==> config.mk <==
export PLATFORM = sky130hd
export DESIGN_NAME = ps2_key_decoder
export DESIGN_NICKNAME = d
export VERILOG_FILES = /design/src/rtl/kbd_pkg.sv /design/src/rtl/ps2_ascii_lut.sv /design/src/rtl/ps2_key_decoder.sv
export SDC_FILE = /design/constraint.sdc
export NUM_CORES = 1
export LEC_CHECK = 0
export BUFFER_PORTS_ARGS = -buffer_cell sky130_fd_sc_hd__clkbuf_2
export CORE_MARGIN = 2
export CORE_UTILIZATION = 55
export DETAILED_ROUTE_END_ITERATION = 7
export PLACE_DENSITY = 0.73
export SLEW_MARGIN = 0
export SYNTH_ARGS = -nofsm -noshare
export SYNTH_HDL_FRONTEND = slang
export SYNTH_HIERARCHICAL = 1
export SYNTH_SLANG_ARGS = --single-unit
==> constraint.sdc <==
create_clock -name clk -period 5.12 [get_ports clk]
set_clock_uncertainty 0.15 [all_clocks]
set_input_delay 0.512 -clock clk [delete_from_list [all_inputs] [get_ports clk]]
set_output_delay 0.512 -clock clk [all_outputs]
set_load 0.03 [all_outputs]
==> src/rtl/kbd_pkg.sv <==
// Shared types and constants for the PS/2 scancode-set-2 key decoder.
// Prefix-FSM encoding, special scancodes, ignore-byte list and the 19-bit event record.
package kbd_pkg;

  typedef enum logic [1:0] {
    IDLE    = 2'd0,
    EXT     = 2'd1,
    BRK     = 2'd2,
    EXT_BRK = 2'd3
  } kbd_state_e;

  localparam logic [7:0] PREFIX_EXT = 8'hE0;
  localparam logic [7:0] PREFIX_BRK = 8'hF0;
  localparam logic [7:0] SC_LSHIFT  = 8'h12;
  localparam logic [7:0] SC_RSHIFT  = 8'h59;
  localparam logic [7:0] SC_CAPS    = 8'h58;

  // Keyboard status/ack bytes that never form a key event.
  localparam int              N_IGNORE    = 5;
  localparam logic [8*N_IGNORE-1:0] IGNORE_LIST = {8'h00, 8'hAA, 8'hFA, 8'hFE, 8'hFF};

  typedef struct packed {
    logic       ext;
    logic       brk;
    logic       rpt;
    logic [7:0] code;
    logic [7:0] ascii;
  } kbd_event_t;

  function automatic logic is_ignore(input logic [7:0] b);
    logic hit;
    hit = 1'b0;
    for (int i = 0; i < N_IGNORE; i++) begin
      if (b == IGNORE_LIST[i*8 +: 8]) hit = 1'b1;
    end
    return hit;
  endfunction

endpackage

==> src/rtl/ps2_ascii_lut.sv <==
// Combinational scancode-set-2 to lowercase ASCII table (digits and letters).
// Unmapped codes return 0x00; case adjustment happens in the parent.
module ps2_ascii_lut (
  input  logic [7:0] code_i,
  output logic [7:0] ascii_o
);

  always_comb begin
    ascii_o = 8'h00;
    case (code_i)
      8'h45: ascii_o = "0";
      8'h16: ascii_o = "1";
      8'h1E: ascii_o = "2";
      8'h26: ascii_o = "3";
      8'h25: ascii_o = "4";
      8'h2E: ascii_o = "5";
      8'h36: ascii_o = "6";
      8'h3D: ascii_o = "7";
      8'h3E: ascii_o = "8";
      8'h46: ascii_o = "9";
      8'h1C: ascii_o = "a";
      8'h32: ascii_o = "b";
      8'h21: ascii_o = "c";
      8'h23: ascii_o = "d";
      8'h24: ascii_o = "e";
      8'h2B: ascii_o = "f";
      8'h34: ascii_o = "g";
      8'h33: ascii_o = "h";
      8'h43: ascii_o = "i";
      8'h3B: ascii_o = "j";
      8'h42: ascii_o = "k";
      8'h4B: ascii_o = "l";
      8'h3A: ascii_o = "m";
      8'h31: ascii_o = "n";
      8'h44: ascii_o = "o";
      8'h4D: ascii_o = "p";
      8'h15: ascii_o = "q";
      8'h2D: ascii_o = "r";
      8'h1B: ascii_o = "s";
      8'h2C: ascii_o = "t";
      8'h3C: ascii_o = "u";
      8'h2A: ascii_o = "v";
      8'h1D: ascii_o = "w";
      8'h22: ascii_o = "x";
      8'h35: ascii_o = "y";
      8'h1A: ascii_o = "z";
      default: ascii_o = 8'h00;
    endcase
  end

endmodule

==> src/rtl/ps2_key_decoder.sv <==
// PS/2 set-2 decoder: E0/F0 prefix FSM, held-key/typematic tracking, ASCII, event FIFO.
// Optional KBD_SHIFT_EN adds shift/caps-lock tracking for letter case.
module ps2_key_decoder
  import kbd_pkg::*;
#(
  parameter int FIFO_DEPTH = 8,
  parameter int CNT_W      = 8
) (
  input  logic                          clk,
  input  logic                          clrn,
  input  logic                          in_valid,
  input  logic [7:0]                    in_data,
  output logic                          out_valid,
  input  logic                          out_ready,
  output logic [7:0]                    out_code,
  output logic [7:0]                    out_ascii,
  output logic                          out_ext,
  output logic                          out_break,
  output logic                          out_repeat,
  output logic                          held,
  output logic [7:0]                    held_code,
  output logic [CNT_W-1:0]              press_count,
  output logic [$clog2(FIFO_DEPTH):0]   fifo_level,
  output logic                          overflow
);

  localparam int AW = $clog2(FIFO_DEPTH);
  localparam int LW = AW + 1;

  logic             byte_vld_q;
  logic [7:0]       byte_q;
  kbd_state_e       state_q, state_d;
  logic             held_q, held_ext_q;
  logic [7:0]       held_code_q;
  logic [CNT_W-1:0] press_q;
  logic             ovf_q;
  kbd_event_t       mem_q [FIFO_DEPTH];
  logic [AW-1:0]    rd_ptr_q, wr_ptr_q;
  logic [LW-1:0]    level_q, level_d;

  logic             ev_valid, ev_ext, ev_brk, ev_rpt;
  logic [7:0]       lut_ascii, ev_ascii;
  logic             is_letter, case_flip;
  logic             push, pop, full;
  kbd_event_t       ev, head_ev;

  // The incoming byte is registered first; all decoding works on the registered copy.
  always_ff @(posedge clk or negedge clrn) begin
    if (!clrn) begin
      byte_vld_q <= 1'b0;
      byte_q     <= 8'h00;
    end else begin
      byte_vld_q <= in_valid;
      byte_q     <= in_data;
    end
  end

  always_ff @(posedge clk or negedge clrn) begin
    if (!clrn) state_q <= IDLE;
    else       state_q <= state_d;
  end

  always_comb begin
    state_d  = state_q;
    ev_valid = 1'b0;
    ev_ext   = 1'b0;
    ev_brk   = 1'b0;
    if (byte_vld_q) begin
      if (byte_q == PREFIX_EXT) begin
        state_d = EXT;
      end else if (byte_q == PREFIX_BRK) begin
        if (state_q == IDLE)     state_d = BRK;
        else if (state_q == EXT) state_d = EXT_BRK;
      end else if (is_ignore(byte_q)) begin
        state_d = IDLE;
      end else begin
        ev_valid = 1'b1;
        ev_ext   = (state_q == EXT) || (state_q == EXT_BRK);
        ev_brk   = (state_q == BRK) || (state_q == EXT_BRK);
        state_d  = IDLE;
      end
    end
  end

  assign ev_rpt = ev_valid && !ev_brk && held_q &&
                  (byte_q == held_code_q) && (ev_ext == held_ext_q);

  ps2_ascii_lut u_lut (
    .code_i  (byte_q),
    .ascii_o (lut_ascii)
  );

  assign is_letter = (lut_ascii >= 8'h61) && (lut_ascii <= 8'h7A);

`ifdef KBD_SHIFT_EN
  logic lshift_q, rshift_q, caps_q;

  always_ff @(posedge clk or negedge clrn) begin
    if (!clrn) begin
      lshift_q <= 1'b0;
      rshift_q <= 1'b0;
      caps_q   <= 1'b0;
    end else if (ev_valid && !ev_ext) begin
      if (byte_q == SC_LSHIFT) lshift_q <= !ev_brk;
      if (byte_q == SC_RSHIFT) rshift_q <= !ev_brk;
      if (byte_q == SC_CAPS && !ev_brk && !ev_rpt) caps_q <= !caps_q;
    end
  end

  assign case_flip = (lshift_q | rshift_q) ^ caps_q;
`else
  assign case_flip = 1'b0;
`endif

  assign ev_ascii = ev_ext ? 8'h00 :
                    (is_letter && case_flip) ? (lut_ascii - 8'h20) : lut_ascii;

  assign ev = '{ext: ev_ext, brk: ev_brk, rpt: ev_rpt, code: byte_q, ascii: ev_ascii};

  assign full    = (level_q == LW'(FIFO_DEPTH));
  assign pop     = out_valid && out_ready;
  assign push    = ev_valid && (!full || pop);
  assign level_d = level_q + LW'(push) - LW'(pop);

  always_ff @(posedge clk or negedge clrn) begin
    if (!clrn) begin
      held_q      <= 1'b0;
      held_ext_q  <= 1'b0;
      held_code_q <= 8'h00;
      press_q     <= '0;
      ovf_q       <= 1'b0;
      rd_ptr_q    <= '0;
      wr_ptr_q    <= '0;
      level_q     <= '0;
    end else begin
      if (ev_valid && !ev_brk) begin
        held_q      <= 1'b1;
        held_code_q <= byte_q;
        held_ext_q  <= ev_ext;
        if (!ev_rpt) press_q <= press_q + CNT_W'(1);
      end else if (ev_valid && held_q && byte_q == held_code_q && ev_ext == held_ext_q) begin
        held_q      <= 1'b0;
        held_code_q <= 8'h00;
        held_ext_q  <= 1'b0;
      end
      if (ev_valid && !push) ovf_q <= 1'b1;
      if (push) wr_ptr_q <= wr_ptr_q + AW'(1);
      if (pop)  rd_ptr_q <= rd_ptr_q + AW'(1);
      level_q <= level_d;
    end
  end

  // Entries are cleared on reset so the head fields read zero out of reset.
  always_ff @(posedge clk or negedge clrn) begin
    if (!clrn) begin
      for (int i = 0; i < FIFO_DEPTH; i++) mem_q[i] <= '0;
    end else if (push) begin
      mem_q[wr_ptr_q] <= ev;
    end
  end

  assign head_ev     = mem_q[rd_ptr_q];
  assign out_valid   = (level_q != '0);
  assign out_code    = head_ev.code;
  assign out_ascii   = head_ev.ascii;
  assign out_ext     = head_ev.ext;
  assign out_break   = head_ev.brk;
  assign out_repeat  = head_ev.rpt;
  assign held        = held_q;
  assign held_code   = held_code_q;
  assign press_count = press_q;
  assign fifo_level  = level_q;
  assign overflow    = ovf_q;

endmodule

Word level (Yosys, flattened, before mapping)
Memories as Yosys holds them, arrays and structs flattened.
Cells that the tools add are included.
W data, S select, Z words.
- bits in registers: 192
- bits in latches: 0
- memory bits (writable): 0
- memories: 1
- output and inout bits: 42
- logic and storage cells: 136
- input bits: 12
- ROM bits: 896
- memories (name ; depth ; width ; rd ports ; clocked after memory_dff ; write ports ; line ; text):
    (no name shown) ; 128 ; 7 ; 1 ; 0 ; 0 ; ps2_ascii_lut.sv:10 ; case (code_i)
- divide/modulo/power cells: 0
- equality and inequality tests: 13
- $lt $le $gt $ge: 3
- shift operators: 0
- bitwise logic cells: 3
- multiplexer cells: 37
- reductions and logical operators: 23
- multiply operators: 0
- add/sub/neg operators: 5
- operator list (kind ; count):
    $bwmux W152 ; 1
    $bmux W19 S3 ; 1
    $demux W19 S3 ; 1
    $mux W19 ; 3
    $eq A8 B8 Y1 const B ; 6
    $mux W8 ; 4
    $mux W1 ; 23
    $logic_and A1 B1 Y1 ; 11
    $add A8 B1 Y8 const B ; 1
    $eq A8 B8 Y1 ; 1
    $ge A4 B4 Y1 const B ; 2
    $logic_not A8 Y1 ; 1
    $mux W2 ; 4
    $not A3 Y4 ; 2
    $add A3 B1 Y3 const B ; 2
    $add A4 B1 Y4 ; 1
    $eq A2 B2 Y1 const B ; 2
    $eq A4 B4 Y1 const B ; 1
    $lt A4 B1 Y1 const B ; 1
    $ne A4 B2 Y1 const B ; 1
    $reduce_and A2 Y1 ; 2
    $reduce_bool A4 Y1 ; 1
    $sub A4 B1 Y4 ; 1
    $logic_not A1 Y1 ; 3
    other kinds (6) ; 8

Depth between registers and ports, before layout
- word-level depth: 20
- gate-level depth with buffers: 12
- depth with buffers taken out: 11

Hierarchy
The synthesis kept the hierarchy.
- modules (own cells, without submodules) (module ; area each (um^2) ; instances ; cells each):
    ps2_key_decoder ; 8837.2 ; 1 ; 567
    ps2_ascii_lut ; 743.2 ; 1 ; 111

Worst setup path before layout
No wires, ideal clock.
- path type: register -> register
- start point: register byte_q[1]
- end point: register level_q[2] (netlist: fifo_level[2])
- cell stages (with the launch flop): 12
- setup time: 123 ps
- data arrival time: 2689 ps
- slack: 2158 ps
- clock period less this slack: 2962 ps
- path buffers: 1
- data required time: 4847 ps
- path through: dfrtp_1 -> or4b_2 -> o211ai_2 -> a221oi_4 -> buf_6 -> nand2_1 -> ha_1 -> inv_1 -> ha_1 -> inv_1 -> fa_1 -> xnor2_1
- longest elaborated chain between the ends: 16
- RTL lines (element ; line ; text):
    start, declared ; ps2_key_decoder.sv:31 ; logic [7:0] byte_q;
    start signal, assigned ; ps2_key_decoder.sv:54 ; byte_q <= in_data;
    $eq A8 B8 Y1 ; kbd_pkg.sv:34 ; if (b == IGNORE_LIST[i*8 +: 8]) hit = 1'b1;
    $mux W1 (5 in series) ; kbd_pkg.sv:34 ;
    $mux W1 ; ps2_key_decoder.sv:71 ; end else if (byte_q == PREFIX_BRK) begin
    $mux W1 ; ps2_key_decoder.sv:69 ; if (byte_q == PREFIX_EXT) begin
    $mux W1 ; ps2_key_decoder.sv:68 ; if (byte_vld_q) begin
    $mux W1 ; ps2_key_decoder.sv:74 ; end else if (is_ignore(byte_q)) begin
    $mux W1 ; ps2_key_decoder.sv:71 ;
    $mux W1 (*) ; ps2_key_decoder.sv:69 ;
    $mux W1 (*) ; ps2_key_decoder.sv:68 ;
    $logic_and A1 B1 Y1 (*) ; ps2_key_decoder.sv:122 ; assign push = ev_valid && (!full || pop);
    $add A4 B1 Y4 (*) ; ps2_key_decoder.sv:123 ; assign level_d = level_q + LW'(push) - LW'(pop);
    $sub A4 B1 Y4 (*) ; ps2_key_decoder.sv:123 ;
    via level_d[2] ; ps2_key_decoder.sv:39 ; logic [LW-1:0] level_q, level_d;
    end signal, assigned ; ps2_key_decoder.sv:149 ; level_q <= level_d;
    end, declared ; ps2_key_decoder.sv:39 ;
The timed path passes the listed nets; every way through them passes the cells marked *. The select of a mux whose other input is x is not followed.
A chain may end at the register's enable or synchronous reset.

Final worst setup path
- start point: register byte_q[5]
- end point: register mem_q[42] in the netlist's numbering
- longest elaborated chain between the ends: 15
- RTL lines (element ; line ; text):
    $eq A8 B8 Y1 ; kbd_pkg.sv:34 ;
    $mux W1 (5 in series) ; kbd_pkg.sv:34 ;
    $mux W1 ; ps2_key_decoder.sv:71 ;
    $mux W1 ; ps2_key_decoder.sv:69 ;
    $mux W1 ; ps2_key_decoder.sv:68 ;
    $mux W1 ; ps2_key_decoder.sv:74 ;
    $mux W1 ; ps2_key_decoder.sv:71 ;
    $mux W1 ; ps2_key_decoder.sv:69 ;
    $mux W1 ; ps2_key_decoder.sv:68 ;
    $mux W8 ; ps2_key_decoder.sv:115 ; assign ev_ascii = ev_ext ? 8'h00 :
    $bwmux W152 ; ps2_key_decoder.sv:158 ; mem_q[wr_ptr_q] <= ev;
    end signal, assigned by index ; ps2_key_decoder.sv:158 ;
    end, declared ; ps2_key_decoder.sv:37 ; kbd_event_t mem_q [FIFO_DEPTH];
Several ways; a longest one is shown, not always the timed one. The select of a mux whose other input is x is not followed.

==> impl_results.md <==
- Post CTS Setup Buffer Count: 0
- Final worst path period share: 74.8%
- Final Critical Period: 3830 ps
- Pre-CTS setup slack: 1300 ps
- Synthesized instance count: 678
- GRT Resource Usage Total: 24.2%
- Vias in the first global route: 6265
- Crit path DAT: 3980 ps
- Synth Area in Compound Gates: 4.90%
- CTS tree: built
- Pins over their slew limit: 0
- Core Rows: 48
- Initial Util: 55.8%
- PD cells: 586 mW/mm^2
- Nature of the critical path startpoint: flip-flop
- Reg2reg end: mem_q[42]
- Pin count of the biggest net entering global routing: 99
- Mapped cell area: 0.00958 mm^2
- FMAX: 0.261 GHz
- Adder-Cell Fraction of Synth Area: 2.30%
- Die Y: 136 um
- Top_reg_cell synth: dfrtp_1
- Clock latency on the worst-skew pair: 430 ps
- Clock root buffer: clkbuf_16
- Core Area: 0.0172 mm^2
- Layout Utilization: 61.2%
- TritonCTS buffer count: 17
- Crit path kind: flip-flop to flip-flop
- Top Ports: 54
- Setup_tns: 0 ps
- Antenna Cells: 0
- Switch share: 35.0%
- Status: finished clean
- Fin cells: 955
- Via count: 5753
- PortBufs: 53
- Yosys cell types: 70
- Post-route ant nets: 0
- Nature of the critical path endpoint: flip-flop
- Share of cells above drive strength 1: 45.2%
- Vias per std cell: 6.02
- Worst r2r src: byte_q[5]
- Hold_ws: 3.02 ps
- Total grt overflow: 0
- H-tree Lvls: 4
- Psw: 2.16 mW
- Clock Pin Slew Worst Setup and Hold Paths: 70 ps
- LEAKAGE: 4.82 nW
- Worst Reg-to-Reg Cells: 4
- Post-synthesis mux area share: 29.8%
- Reg2reg setup slack: 1290 ps
- Gate power share: 38.4%
- Asr flop ratio synth: 100%
- First-pass GRT wire length: 33900 um
- Most common cell after layout, fill and taps aside: dfrtp_1
- Slew headroom: 22.8%
- Initial antenna violation count: 0
- Hold Path Class: input port to async pin
- Final WS setup: 1290 ps
- Post-synthesis register bit count: 192
- Sequential element share of the synthesized area: 50.2%
- Clock Sinks: 192
- Die width: 136 um
- Post-Synth XOR/XNOR Area: 2.01%
- Placed cell count: 923
- Post_cts resized: 0
- Max VDD drop: 0.000305 V
- Detailed Route WL: 20600 um
- Mean Syn Cell Area: 14.1 um^2
- Pint: 4.01 mW
- DRC: 0
- Routed wire per std cell: 21.6 um
- Iter 0 DRT Violations: 368
- Most frequent cells in the layout: dfrtp_1, mux2_2, clkbuf_2
- Syn Nets: 707
- Total power: 6.16 mW
- DIE AREA: 0.0185 mm^2
- RSZ-0062 raised after global routing: false
- Main combinational cell family by area after synthesis: multiplexers
- Area after DPL: 0.00995 mm^2
- Clock share of power: 20.7%
- Gpl congestion: 0.798
- Area delta synth->final: 9.78%
- Final Cell Area: 0.0105 mm^2
- Longest Clk Path Bufs: 2
- DRT Pass-1 Iters: 4
- Hold bufs inserted after CTS: 0
- EDFF count, synth: 0
- NumNets Final: 746
- Ys Warns: 6
- Final Hold Fails: 0
- Hpwl dp: 13000 um
- Worst slew pin tran: 1160 ps
- Final setup fails: 0
- Synth Area in Simple Gates: 7.18%
- WP data required: 5280 ps
- Worst-path maximum fanout: 32
- Register share of total power: 40.9%
- Max-cap check violation count: 0
[state kept, by name, indices dropped and copies added, names as in the netlist]
register and count:
state_q 2, wr_ptr_q 3, held 1, held_ext_q 1, mem_q 152, held_code 8, rd_ptr_q 3, overflow 1
fifo_level 4, byte_vld_q 1, byte_q 8, press_count 8
[final cells by class]
type / instances / area, um^2
Timing Repair Buffer: 65 / 364
Multi-Input combinational cell: 425 / 4440
Clock inverter: 11 / 108
Inverter: 16 / 60.1
Fill cell: 1358 / 6660
Tap cell: 225 / 282
Sequential cell: 192 / 4810
Clock buffer: 21 / 460
[cells by family after synthesis]
kind of cell	Yosys count
AOI/OAI and AO/OA	62
xor gates and xnor gates	22
adders and majority gates	17
buffers and inverters	61
DFF	192
muxes	215
other	1
and+or+nand+nor	108
[how the worst max path moves through the flow]
stage | startpoint | end | slack (ps) | depth (start not counted)
after global placement | byte_q[5] | mem_q[53] | 1460 | 4
after floorplan | byte_q[1] | fifo_level[2] | 2160 | 11
after global routing | byte_q[5] | mem_q[42] | 1070 | 4
after CTS | byte_q[5] | mem_q[41] | 1290 | 4
final | byte_q[5] | mem_q[42] | 1290 | 4
after detailed placement | byte_q[5] | mem_q[50] | 1300 | 4
[per-layer routing]
| metal | global-route usage (%) | routed length (um) | up-vias |
|---|---|---|---|
| met5 | 0 | 0 | - |
| met4 | 7.00 | 298 | 0 |
| met3 | 4.03 | 836 | 23 |
| met2 | 40.4 | 10300 | 113 |
| met1 | 33.1 | 9110 | 3033 |
| li1 | - | - | 2584 |
[power by group through the flow]
| stage | Clock [mW] | Sequential, mW | Combinational (mW) |
|---|---|---|---|
| 2_1_floorplan | 0 | 2.43 | 1.89 |
| 3_3_place_gp | 0 | 2.49 | 2.31 |
| 3_5_place_dp | 0 | 2.55 | 2.39 |
| 4_1_cts | 1.30 | 2.52 | 2.39 |
| 5_1_grt | 1.36 | 2.60 | 2.53 |
| 6_report | 1.28 | 2.52 | 2.37 |
[worst max-delay path, stage by stage, from the launching register on]
cell      delay (ps)
dfrtp_1         1040
nor4_1           220
a221oi_4         820
nand4_2          880
mux2_2           570
[synthesized netlist by cell type, types with 3 or more instances]
| library cell | n | area share (%) |
|---|---|---|
| buf_2 | 6 | 0.31 |
| and3_1 | 3 | 0.20 |
| o211ai_1 | 4 | 0.31 |
| clkbuf_1 | 18 | 0.71 |
| nand4_1 | 5 | 0.33 |
| a21o_1 | 3 | 0.24 |
| xnor2_1 | 14 | 1.3 |
| and2_0 | 3 | 0.20 |
| mux2_2 | 174 | 20 |
| dfrtp_1 | 192 | 50 |
| nor2b_1 | 12 | 0.78 |
| a22o_1 | 9 | 0.82 |
| nand2_1 | 19 | 0.74 |
| ha_1 | 16 | 2.1 |
| clkbuf_2 | 4 | 0.21 |
| mux4_2 | 39 | 9.2 |
| nand2b_1 | 7 | 0.46 |
| nand4b_1 | 3 | 0.27 |
| xor2_1 | 8 | 0.73 |
| nor3b_1 | 3 | 0.24 |
| buf_4 | 4 | 0.31 |
| nor2_1 | 11 | 0.43 |
| a211oi_1 | 4 | 0.31 |
| buf_6 | 10 | 1.2 |
| o21ai_0 | 12 | 0.63 |
| a21oi_1 | 12 | 0.63 |
| nand3_1 | 16 | 0.84 |
| inv_1 | 15 | 0.59 |
Power figures use the tool's default switching activity.
